File: config.mk
export PLATFORM = sky130hd
export DESIGN_NAME = cache_bus_arbiter
export DESIGN_NICKNAME = d
export VERILOG_FILES = /design/src/rtl/cache_bus_arbiter_pkg.sv /design/src/rtl/cache_bus_arbiter_line_wr_buffer.sv /design/src/rtl/cache_bus_arbiter.sv
export SDC_FILE = /design/constraint.sdc
export NUM_CORES = 1
export LEC_CHECK = 0
export BUFFER_PORTS_ARGS = -buffer_cell sky130_fd_sc_hd__buf_2
export CORE_AREA = 2 2 318 320
export DETAILED_ROUTE_END_ITERATION = 6
export DIE_AREA = 0 0 320 322
export GPL_TIMING_DRIVEN = 0
export MAX_ROUTING_LAYER = met4
export PLACE_DENSITY = 0.53
export REMOVE_ABC_BUFFERS = 1
export SYNTH_ARGS = -nofsm -noshare
export SYNTH_HDL_FRONTEND = slang
export SYNTH_SLANG_ARGS = --single-unit
export TNS_END_PERCENT = 50
File: constraint.sdc
create_clock -name clk -period 2.39 [get_ports clk]
set_input_delay 0.239 -clock clk [delete_from_list [all_inputs] [get_ports clk]]
set_output_delay 0.239 -clock clk [all_outputs]
set_load 0.005 [all_outputs]
File: src/rtl/cache_bus_arbiter_pkg.sv
`default_nettype none
// ============================================================================
// Module      : cache_bus_arbiter_pkg
// Description : Constants and FSM state encodings for the cache bus arbiter.
//               The cache controllers import this package as well.
// Revision    : 1.0 - initial release
// ============================================================================
package cache_bus_arbiter_pkg;

    localparam int LINE_WORDS_DEF = 16;  // 32-bit beats per cache line
    localparam int WORD_W         = 32;  // beat width
    localparam int OFFSET_W       = 6;   // byte offset bits within a line
    localparam int BEAT_W         = 4;   // read beat counter width

    typedef enum logic [1:0] {
        R_IDLE = 2'd0,
        R_ADDR = 2'd1,
        R_DATA = 2'd2
    } rd_state_e;

    typedef enum logic [1:0] {
        W_IDLE = 2'd0,
        W_ADDR = 2'd1,
        W_DATA = 2'd2
    } wr_state_e;

endpackage : cache_bus_arbiter_pkg
`default_nettype wire

File: src/rtl/cache_bus_arbiter_line_wr_buffer.sv
`default_nettype none
// ============================================================================
// Module      : line_wr_buffer
// Description : Holds one dirty line for writeback and steps through it one
//               32-bit word per accepted beat.
// Ports       : clk, reset        - clock, synchronous active-high reset
//               load_i, line_i    - capture a full line (also rewinds index)
//               start_i           - rewind the beat index to word 0
//               adv_i             - advance to the next word
//               word_o, last_o    - current word, index is on the final word
// Revision    : 1.0 - initial release
// ============================================================================
module line_wr_buffer
    import cache_bus_arbiter_pkg::*;
#(
    parameter int LINE_WORDS = LINE_WORDS_DEF
) (
    input  logic                         clk,
    input  logic                         reset,
    input  logic                         load_i,
    input  logic [LINE_WORDS*WORD_W-1:0] line_i,
    input  logic                         start_i,
    input  logic                         adv_i,
    output logic [WORD_W-1:0]            word_o,
    output logic                         last_o
);

    localparam int IDX_W = (LINE_WORDS > 1) ? $clog2(LINE_WORDS) : 1;

    logic [LINE_WORDS-1:0][WORD_W-1:0] line_q;
    logic [IDX_W-1:0]                  idx_q;
    logic [IDX_W-1:0]                  idx_d;

    always_comb begin
        idx_d = idx_q;
        if (load_i || start_i) begin
            idx_d = '0;
        end else if (adv_i) begin
            idx_d = idx_q + 1'b1;
        end
    end

    always_ff @(posedge clk) begin
        if (reset) begin
            line_q <= '0;
            idx_q  <= '0;
        end else begin
            if (load_i) begin
                line_q <= line_i;
            end
            idx_q <= idx_d;
        end
    end

    assign word_o = line_q[idx_q];
    assign last_o = (idx_q == IDX_W'(LINE_WORDS - 1));

endmodule : line_wr_buffer
`default_nettype wire

File: src/rtl/cache_bus_arbiter.sv
`default_nettype none
// ============================================================================
// Module      : cache_bus_arbiter
// Description : Shares one memory port between I-cache and D-cache refills
//               (round-robin read FSM) and D-cache dirty-line writebacks
//               (buffered write FSM). Both FSMs run concurrently; a refill of
//               a line that is being written back waits for the writeback.
// Ports       : clk, reset                - clock, sync active-high reset
//               ic_rd_* / dc_rd_*         - refill request/ack per cache
//               ic_ret_* / dc_ret_*       - refill beats routed to requester
//               dc_wr_*                   - writeback request and line data
//               mem_rd_* / mem_ret_*      - memory read address / return
//               mem_wr_*                  - memory write address / beats
// Revision    : 1.0 - initial release
// ============================================================================
module cache_bus_arbiter
    import cache_bus_arbiter_pkg::*;
#(
    parameter int LINE_WORDS = LINE_WORDS_DEF,
    parameter int ADDR_W     = 32
) (
    input  logic                         clk,
    input  logic                         reset,
    input  logic                         ic_rd_req,
    input  logic [ADDR_W-1:0]            ic_rd_addr,
    output logic                         ic_rd_rdy,
    output logic                         ic_ret_valid,
    output logic                         ic_ret_last,
    output logic [WORD_W-1:0]            ic_ret_data,
    input  logic                         dc_rd_req,
    input  logic [ADDR_W-1:0]            dc_rd_addr,
    output logic                         dc_rd_rdy,
    output logic                         dc_ret_valid,
    output logic                         dc_ret_last,
    output logic [WORD_W-1:0]            dc_ret_data,
    input  logic                         dc_wr_req,
    input  logic [ADDR_W-1:0]            dc_wr_addr,
    input  logic [LINE_WORDS*WORD_W-1:0] dc_wr_data,
    output logic                         dc_wr_rdy,
    output logic                         mem_rd_req,
    output logic [ADDR_W-1:0]            mem_rd_addr,
    input  logic                         mem_rd_rdy,
    input  logic                         mem_ret_valid,
    input  logic                         mem_ret_last,
    input  logic [WORD_W-1:0]            mem_ret_data,
    output logic                         mem_wr_req,
    output logic [ADDR_W-1:0]            mem_wr_addr,
    input  logic                         mem_wr_rdy,
    output logic                         mem_wr_valid,
    output logic [WORD_W-1:0]            mem_wr_data,
    output logic                         mem_wr_last,
    input  logic                         mem_wr_ready
);

    localparam int LINE_AW = ADDR_W - OFFSET_W;

    // ---------------- state ----------------
    rd_state_e          rd_state_q, rd_state_d;
    logic               rd_gnt_dc_q, rd_gnt_dc_d;   // 1: D-cache owns the read
    logic [LINE_AW-1:0] rd_line_q, rd_line_d;
    logic               rr_dc_q, rr_dc_d;           // 1: D-cache wins a tie
    logic [BEAT_W-1:0]  beat_cnt_q, beat_cnt_d;

    wr_state_e          wr_state_q, wr_state_d;
    logic [LINE_AW-1:0] wr_line_q, wr_line_d;

    logic               w_buf_load, w_buf_start, w_buf_adv, w_buf_last;
    logic [WORD_W-1:0]  w_buf_word;

    // ---------------- read eligibility ----------------
    // A refill must not overtake a writeback of the same line. That covers a
    // writeback already buffered and one being accepted in this very cycle.
    logic w_wr_accept, w_ic_hazard, w_dc_hazard, w_ic_elig, w_dc_elig, w_pick_dc;

    assign w_wr_accept = !reset && (wr_state_q == W_IDLE) && dc_wr_req;

    assign w_ic_hazard = ((wr_state_q != W_IDLE) && (ic_rd_addr[ADDR_W-1:OFFSET_W] == wr_line_q))
                      || (w_wr_accept && (ic_rd_addr[ADDR_W-1:OFFSET_W] == dc_wr_addr[ADDR_W-1:OFFSET_W]));
    assign w_dc_hazard = ((wr_state_q != W_IDLE) && (dc_rd_addr[ADDR_W-1:OFFSET_W] == wr_line_q))
                      || (w_wr_accept && (dc_rd_addr[ADDR_W-1:OFFSET_W] == dc_wr_addr[ADDR_W-1:OFFSET_W]));

    assign w_ic_elig = ic_rd_req && !w_ic_hazard;
    assign w_dc_elig = dc_rd_req && !w_dc_hazard;
    assign w_pick_dc = w_dc_elig && (!w_ic_elig || rr_dc_q);

    // ---------------- read FSM ----------------
    always_comb begin
        rd_state_d   = rd_state_q;
        rd_gnt_dc_d  = rd_gnt_dc_q;
        rd_line_d    = rd_line_q;
        rr_dc_d      = rr_dc_q;
        beat_cnt_d   = beat_cnt_q;
        mem_rd_req   = 1'b0;
        ic_rd_rdy    = 1'b0;
        dc_rd_rdy    = 1'b0;
        ic_ret_valid = 1'b0;
        ic_ret_last  = 1'b0;
        dc_ret_valid = 1'b0;
        dc_ret_last  = 1'b0;
        if (!reset) begin
            case (rd_state_q)
                R_IDLE: begin
                    if (w_ic_elig || w_dc_elig) begin
                        rd_gnt_dc_d = w_pick_dc;
                        rd_line_d   = w_pick_dc ? dc_rd_addr[ADDR_W-1:OFFSET_W]
                                                : ic_rd_addr[ADDR_W-1:OFFSET_W];
                        // The pointer only moves on a real contest, so a lone
                        // request does not steal the other side's next turn.
                        if (w_ic_elig && w_dc_elig) begin
                            rr_dc_d = !w_pick_dc;
                        end
                        rd_state_d = R_ADDR;
                    end
                end
                R_ADDR: begin
                    mem_rd_req = 1'b1;
                    if (mem_rd_rdy) begin
                        ic_rd_rdy  = !rd_gnt_dc_q;
                        dc_rd_rdy  = rd_gnt_dc_q;
                        beat_cnt_d = '0;
                        rd_state_d = R_DATA;
                    end
                end
                R_DATA: begin
                    ic_ret_valid = mem_ret_valid && !rd_gnt_dc_q;
                    ic_ret_last  = mem_ret_valid && mem_ret_last && !rd_gnt_dc_q;
                    dc_ret_valid = mem_ret_valid && rd_gnt_dc_q;
                    dc_ret_last  = mem_ret_valid && mem_ret_last && rd_gnt_dc_q;
                    if (mem_ret_valid) begin
                        beat_cnt_d = beat_cnt_q + 1'b1;
                        if (mem_ret_last) begin
                            rd_state_d = R_IDLE;
                        end
                    end
                end
                default: rd_state_d = R_IDLE;
            endcase
        end
    end

    // ---------------- write FSM ----------------
    always_comb begin
        wr_state_d   = wr_state_q;
        wr_line_d    = wr_line_q;
        w_buf_load   = 1'b0;
        w_buf_start  = 1'b0;
        w_buf_adv    = 1'b0;
        dc_wr_rdy    = 1'b0;
        mem_wr_req   = 1'b0;
        mem_wr_valid = 1'b0;
        mem_wr_last  = 1'b0;
        if (!reset) begin
            case (wr_state_q)
                W_IDLE: begin
                    dc_wr_rdy = 1'b1;
                    if (dc_wr_req) begin
                        wr_line_d  = dc_wr_addr[ADDR_W-1:OFFSET_W];
                        w_buf_load = 1'b1;
                        wr_state_d = W_ADDR;
                    end
                end
                W_ADDR: begin
                    mem_wr_req = 1'b1;
                    if (mem_wr_rdy) begin
                        w_buf_start = 1'b1;
                        wr_state_d  = W_DATA;
                    end
                end
                W_DATA: begin
                    mem_wr_valid = 1'b1;
                    mem_wr_last  = w_buf_last;
                    if (mem_wr_ready) begin
                        w_buf_adv = 1'b1;
                        if (w_buf_last) begin
                            wr_state_d = W_IDLE;
                        end
                    end
                end
                default: wr_state_d = W_IDLE;
            endcase
        end
    end

    // ---------------- registers ----------------
    always_ff @(posedge clk) begin
        if (reset) begin
            rd_state_q  <= R_IDLE;
            rd_gnt_dc_q <= 1'b0;
            rd_line_q   <= '0;
            rr_dc_q     <= 1'b1;
            beat_cnt_q  <= '0;
            wr_state_q  <= W_IDLE;
            wr_line_q   <= '0;
        end else begin
            rd_state_q  <= rd_state_d;
            rd_gnt_dc_q <= rd_gnt_dc_d;
            rd_line_q   <= rd_line_d;
            rr_dc_q     <= rr_dc_d;
            beat_cnt_q  <= beat_cnt_d;
            wr_state_q  <= wr_state_d;
            wr_line_q   <= wr_line_d;
        end
    end

    line_wr_buffer #(
        .LINE_WORDS (LINE_WORDS)
    ) u_line_wr_buffer (
        .clk     (clk),
        .reset   (reset),
        .load_i  (w_buf_load),
        .line_i  (dc_wr_data),
        .start_i (w_buf_start),
        .adv_i   (w_buf_adv),
        .word_o  (w_buf_word),
        .last_o  (w_buf_last)
    );

    // ---------------- datapath outputs ----------------
    assign mem_rd_addr = {rd_line_q, {OFFSET_W{1'b0}}};
    assign mem_wr_addr = {wr_line_q, {OFFSET_W{1'b0}}};
    assign mem_wr_data = w_buf_word;
    assign ic_ret_data = mem_ret_data;
    assign dc_ret_data = mem_ret_data;

    // Byte offsets of line addresses carry no information here.
    logic unused_offsets;
    assign unused_offsets = ^{ic_rd_addr[OFFSET_W-1:0], dc_rd_addr[OFFSET_W-1:0],
                              dc_wr_addr[OFFSET_W-1:0]};

endmodule : cache_bus_arbiter
`default_nettype wire
* Word-level counts from Yosys, hierarchy flattened
Cells that the tools add are included.
W data, S select, Z words.
** Storage, ports and cells
- Register bits after elaboration :: 574
- Input port bits :: 650
- Output and inout bits :: 171
- Word-level logic and storage cells :: 123
** Cells by class
- $add $sub $neg :: 1
- $lt $le $gt $ge :: 1
- Equal/unequal tests :: 17
- Multiplexer cells :: 46
- Reductions and logical operators :: 35
** Operators with widths (count)
- $bmux W32 S4 :: 1
- $eq A26 B26 Y1 :: 4
- $mux W1 :: 33
- $mux W32 :: 1
- $mux W26 :: 1
- $mux W2 :: 8
- $ne A2 B2 Y1 const B :: 8
- $logic_and A1 B1 Y1 :: 15
- $pmux W2 S3 :: 2
- $reduce_and A4 Y1 :: 2
- $logic_not A1 Y1 :: 6
- $logic_or A1 B1 Y1 :: 5
- $lt A4 B5 Y1 const B :: 1
- $add A4 B1 Y4 const B :: 1
- $eq A2 B1 Y1 const B :: 2
- $eq A2 B2 Y1 const B :: 2
- $eq A4 B4 Y1 const B :: 1
- $logic_not A2 Y1 :: 2
- $reduce_and A2 Y1 :: 2
- $reduce_and A3 Y1 :: 1
- $reduce_bool A2 Y1 :: 1
- $reduce_or A2 Y1 :: 1

* Logic depth before layout (Yosys ltp)
- Word-level depth :: 11
- Depth in mapped cells :: 11
- Depth with buffers taken out :: 7

* Hierarchy
Synthesis repeated with hierarchy kept, for this count alone.
** Unflattened totals
- Cells, all modules :: 2439
- Area, all modules :: 25887.3 um^2
** Modules (own cells, without submodules)
- line_wr_buffer :: instances 1, cells each 1939, area an instance 21702.1 um^2
- cache_bus_arbiter :: instances 1, cells each 500, area an instance 4185.3 um^2

* Worst setup path after synthesis
Ideal clock, no wire load.
- Path type :: register to output
- Start :: register u_line_wr_buffer.idx_q[0]
- End :: output port mem_wr_data[11]
- Arrival :: 2295 ps
- Required time :: 2151 ps
- Setup slack :: -144 ps
- Stages on the path, launching flop included :: 6
- Path buffers :: 3
- Cells stage by stage :: dfxtp_1 clkbuf_1 clkbuf_1 buf_1 mux4_2 mux4_2
** On the way
- Word-level cells in the longest chain between the ends :: 2
** Ends and longest elaborated chain
- start: declaration :: RTL line cache_bus_arbiter_line_wr_buffer.sv:31 : logic [IDX_W-1:0] idx_q;
- start signal: assignment :: RTL line cache_bus_arbiter_line_wr_buffer.sv:51 : idx_q <= idx_d;
- $bmux W32 S4 :: RTL line cache_bus_arbiter_line_wr_buffer.sv:55 : assign word_o = line_q[idx_q];
- $mux W32 (implied by the code) :: RTL line cache_bus_arbiter_line_wr_buffer.sv:55
- end: declaration :: RTL line cache_bus_arbiter.sv:50 : output logic [WORD_W-1:0] mem_wr_data,
Every way passes these cells. The select of a mux whose other input is x is not followed.

* Final worst setup path
- Start :: register u_line_wr_buffer.idx_q[0]
- End :: output port mem_wr_data[13]
Same word-level chain as after synthesis.

==> flow_summary_export.csv <==
group,metric,value,unit
status,status,"complete, but fails checks",
status,violations,"negative setup slack",
clock_tree,htreeDepth,3,
critical_path,crit_family,"multiplexers",
sta,max_freq,0.335,GHz
grt,grt_pass1_vias,22400,
cells_and_area,final_area,0.0384,sq mm
critical_path,crit_top_cell,"mux4_2",
cells_and_area,nNetsFinal,3701,
sta,whs,75.7,ps
synthesis,synth-seq-cells,574,
worst_hold_path,worstHoldStart,"dc_rd_addr[21]",
placement,dp_hpwl,65.0,mm
floorplan,die_area,0.103,sq mm
grt,grt_overflow,0,
route,wl,102,mm
synthesis,synth_area,0.0232,sq mm
sta,fin_crit,2990,ps
route,drc,0,
synthesis,netlist.area_leader.share,49.6,%
synthesis,yosys_warnings,0,
synthesis,ys_seq_area_share,49.6,%
grt,track_usage,19.3,%
critical_path,crit_required,2150,ps
critical_path,end_kind,"output pin",
cells_and_area,utilization,38.5,%
worst_hold_path,worstHoldPathType,"in2reg",
critical_path,max_stage_delay,730,ps
sta,slew_viol_final,0,
floorplan,coreArea,0.0996,sq mm
sta,worst_slack,-599,ps
clock_tree,clk_latency,630,ps
clock_tree,cts_tree,"yes",
route,first_iter_violations,1414,
synthesis,ys_types,42,
synthesis,post-synth-top-area-cell,"dfxtp_1",
pwr,leakage,15.9,nW
placement,gp_congestion,0.860,
grt,antenna_found_initial,14,
clock_tree,clk_path_buf_depth,3,
synthesis,synth_common_cells,"574 x dfxtp_1, 539 x a22o_1, 160 x mux4_2, 122 x clkbuf_1, 78 x buf_4",
critical_path,worstPathBufferInverterCount,3,
sta,max_slew.worst_pin.slew,1030,ps
floorplan,die_w,320,um
pwr,p_per_area,670,mW/mm^2
sta,rsz0062_at_grt,"yes",
sta,skew,17.8,ps
clock_tree,cts_buffers,68,
clock_tree,numClockSinks,574,
route,drtAntennaViolNets,0,
critical_path,r2r_start,"wr_line_q[15]",
synthesis,async_flop_share,0,%
cells_and_area,area_growth,65.7,%
pwr,ir_drop,0.493,mV
critical_path,cp_max_fo,3,
floorplan,io_pins,821,
grt,grt_max_degree,54,
critical_path,cp_cell_sequence,"buf_12, buf_16, mux4_2, mux4_2, buf_2",
critical_path,crit_type,"reg2out",
clock_tree,clockRootBuffer,"clkbuf_16",
critical_path,arrival,2750,ps
placement,postPlaceCellArea,0.0282,sq mm
floorplan,rows,116,
cells_and_area,drive_above_1_share,38.3,%
route,wl_per_cell,23.1,um
sta,setup_viol,60,
synthesis,synth_top_flop_cell,"dfxtp_1",
run,maxCapViolCount,0,
sta,period_share,125,%
floorplan,initial_utilization,23.3,%
critical_path,cp-start-kind,"flop",
placement,portBuffers,694,
route,avgViaCountPerCell,4.85,
route,dr.pass1.iters,5,
grt,grt_pass1_wl,145,mm
synthesis,synth_edf_count,0,
synthesis,syn_avg_cell_area,12.9,sq um
critical_path,worst_path_max_delay_cell,"mux4_2",
synthesis,yosys-top-cells-area,"dfxtp_1 50%, a22o_1 20%, mux4_2 16%",
route,num_vias,21400,
sta,slew_headroom,30.7,%
synthesis,synthCells,1797,
critical_path,cp-startpoint,"u_line_wr_buffer.idx_q[0]",
sta,hold_viol,0,
synthesis,yosysMostFrequentCell,"dfxtp_1",
floorplan,die_y,322,um
clock_tree,clkTransAtPathRegs,60,ps
[through the flow]
step	setup WS (ps)	TNS, ps	std cells	total power [mW]
5_1_grt	-686	-29170	4411	26.7
4_1_cts	-727	-29600	4389	25.8
6_report	-599	-25230	4411	25.7
3_3_place_gp	-49350	-	3552	13.4
2_1_floorplan	-22640	-	1560	12.7
3_5_place_dp	-1890	-370590	3618	14.0
[cells by family after synthesis]
logic type                 after synthesis  synth area share (%)
buffers and inverters                  251                  5.60
muxes                                  188                  16.8
other                                    1                0.0162
AOI/OAI and AO/OA                      578                  21.6
and+or+nand+nor                         96                  2.18
xor gates and xnor gates               108                  4.08
adders and majority gates                1                0.0540
DFF                                    574                  49.6
[power by group]
part	internal [mW]	switching, mW
registers	10.3	0.495
logic	2.61	1.85
clock network	5.99	4.44
[routing by layer]
layer	GRT usage [%]	wire length (um)
met2	29.7	46200
met5	-	0
met4	9.82	4640
met1	22.1	41500
met3	6.99	9770
[sequential cells by signal (all words and copies together) (netlist names)]
signal	count
rd_gnt_dc_q	1
rd_line_q	26
rd_state_q	2
rr_dc_q	1
u_line_wr_buffer.idx_q	4
u_line_wr_buffer.line_q	512
wr_line_q	26
wr_state_q	2
[worst register-to-register path: cells and delay by family (launching register included)]
kind | cells | cell delay, ps
and+or+nand+nor | 3 | 860
xor gates and xnor gates | 1 | 200
muxes | 1 | 290
buffers and inverters | 1 | 170
AOI/OAI and AO/OA | 2 | 880
DFF | 1 | 360
[layout make-up]
class	instances	area, sq um
antenna	11	27.5
clock buffer	98	1920
clock inverter	24	278
fill	9301	61200
inverter	3	11.3
multi-input combinational	985	11000
sequential	574	11500
tap	1298	1620
timing repair buffer	1418	12000
[timing repair]
item / 4_1_cts / 5_1_grt
endpoints found under the setup margin: 385 / 158
buffers inserted: 48 / 20
resized for setup: 166 / 59
pin swaps: 16 / 20
hold endpoints to repair: 564 / 0
cloned: 27 / 6
hold buffers: 585 / 0
[cells in the final DEF, fill, tap and decap left out, types with 12 or more instances in the layout]
cell and n:
a211oi_2 19, a22o_1 538, buf_12 30, buf_16 32, buf_2 679, buf_4 22, buf_6 42, buf_8 12
clkbuf_1 19, clkbuf_16 74, conb_1 12, dfxtp_1 565, dlygate4sd3_1 585, mux2i_1 16, mux4_2 160, nand4_1 17
nor2_4 27, xnor2_1 66, xor2_1 40
[final timing paths]
check / endpoint / slack [ps] / cells after the start
worst max-delay path: mem_wr_data[13] / -600 / 5
worst min-delay path: rd_line_q[15] / 80 / 3
worst min register to register: u_line_wr_buffer.line_q[474] / 470 / 1
worst max register to register: rd_gnt_dc_q / -430 / 8
(Power assumes the default switching activity.)
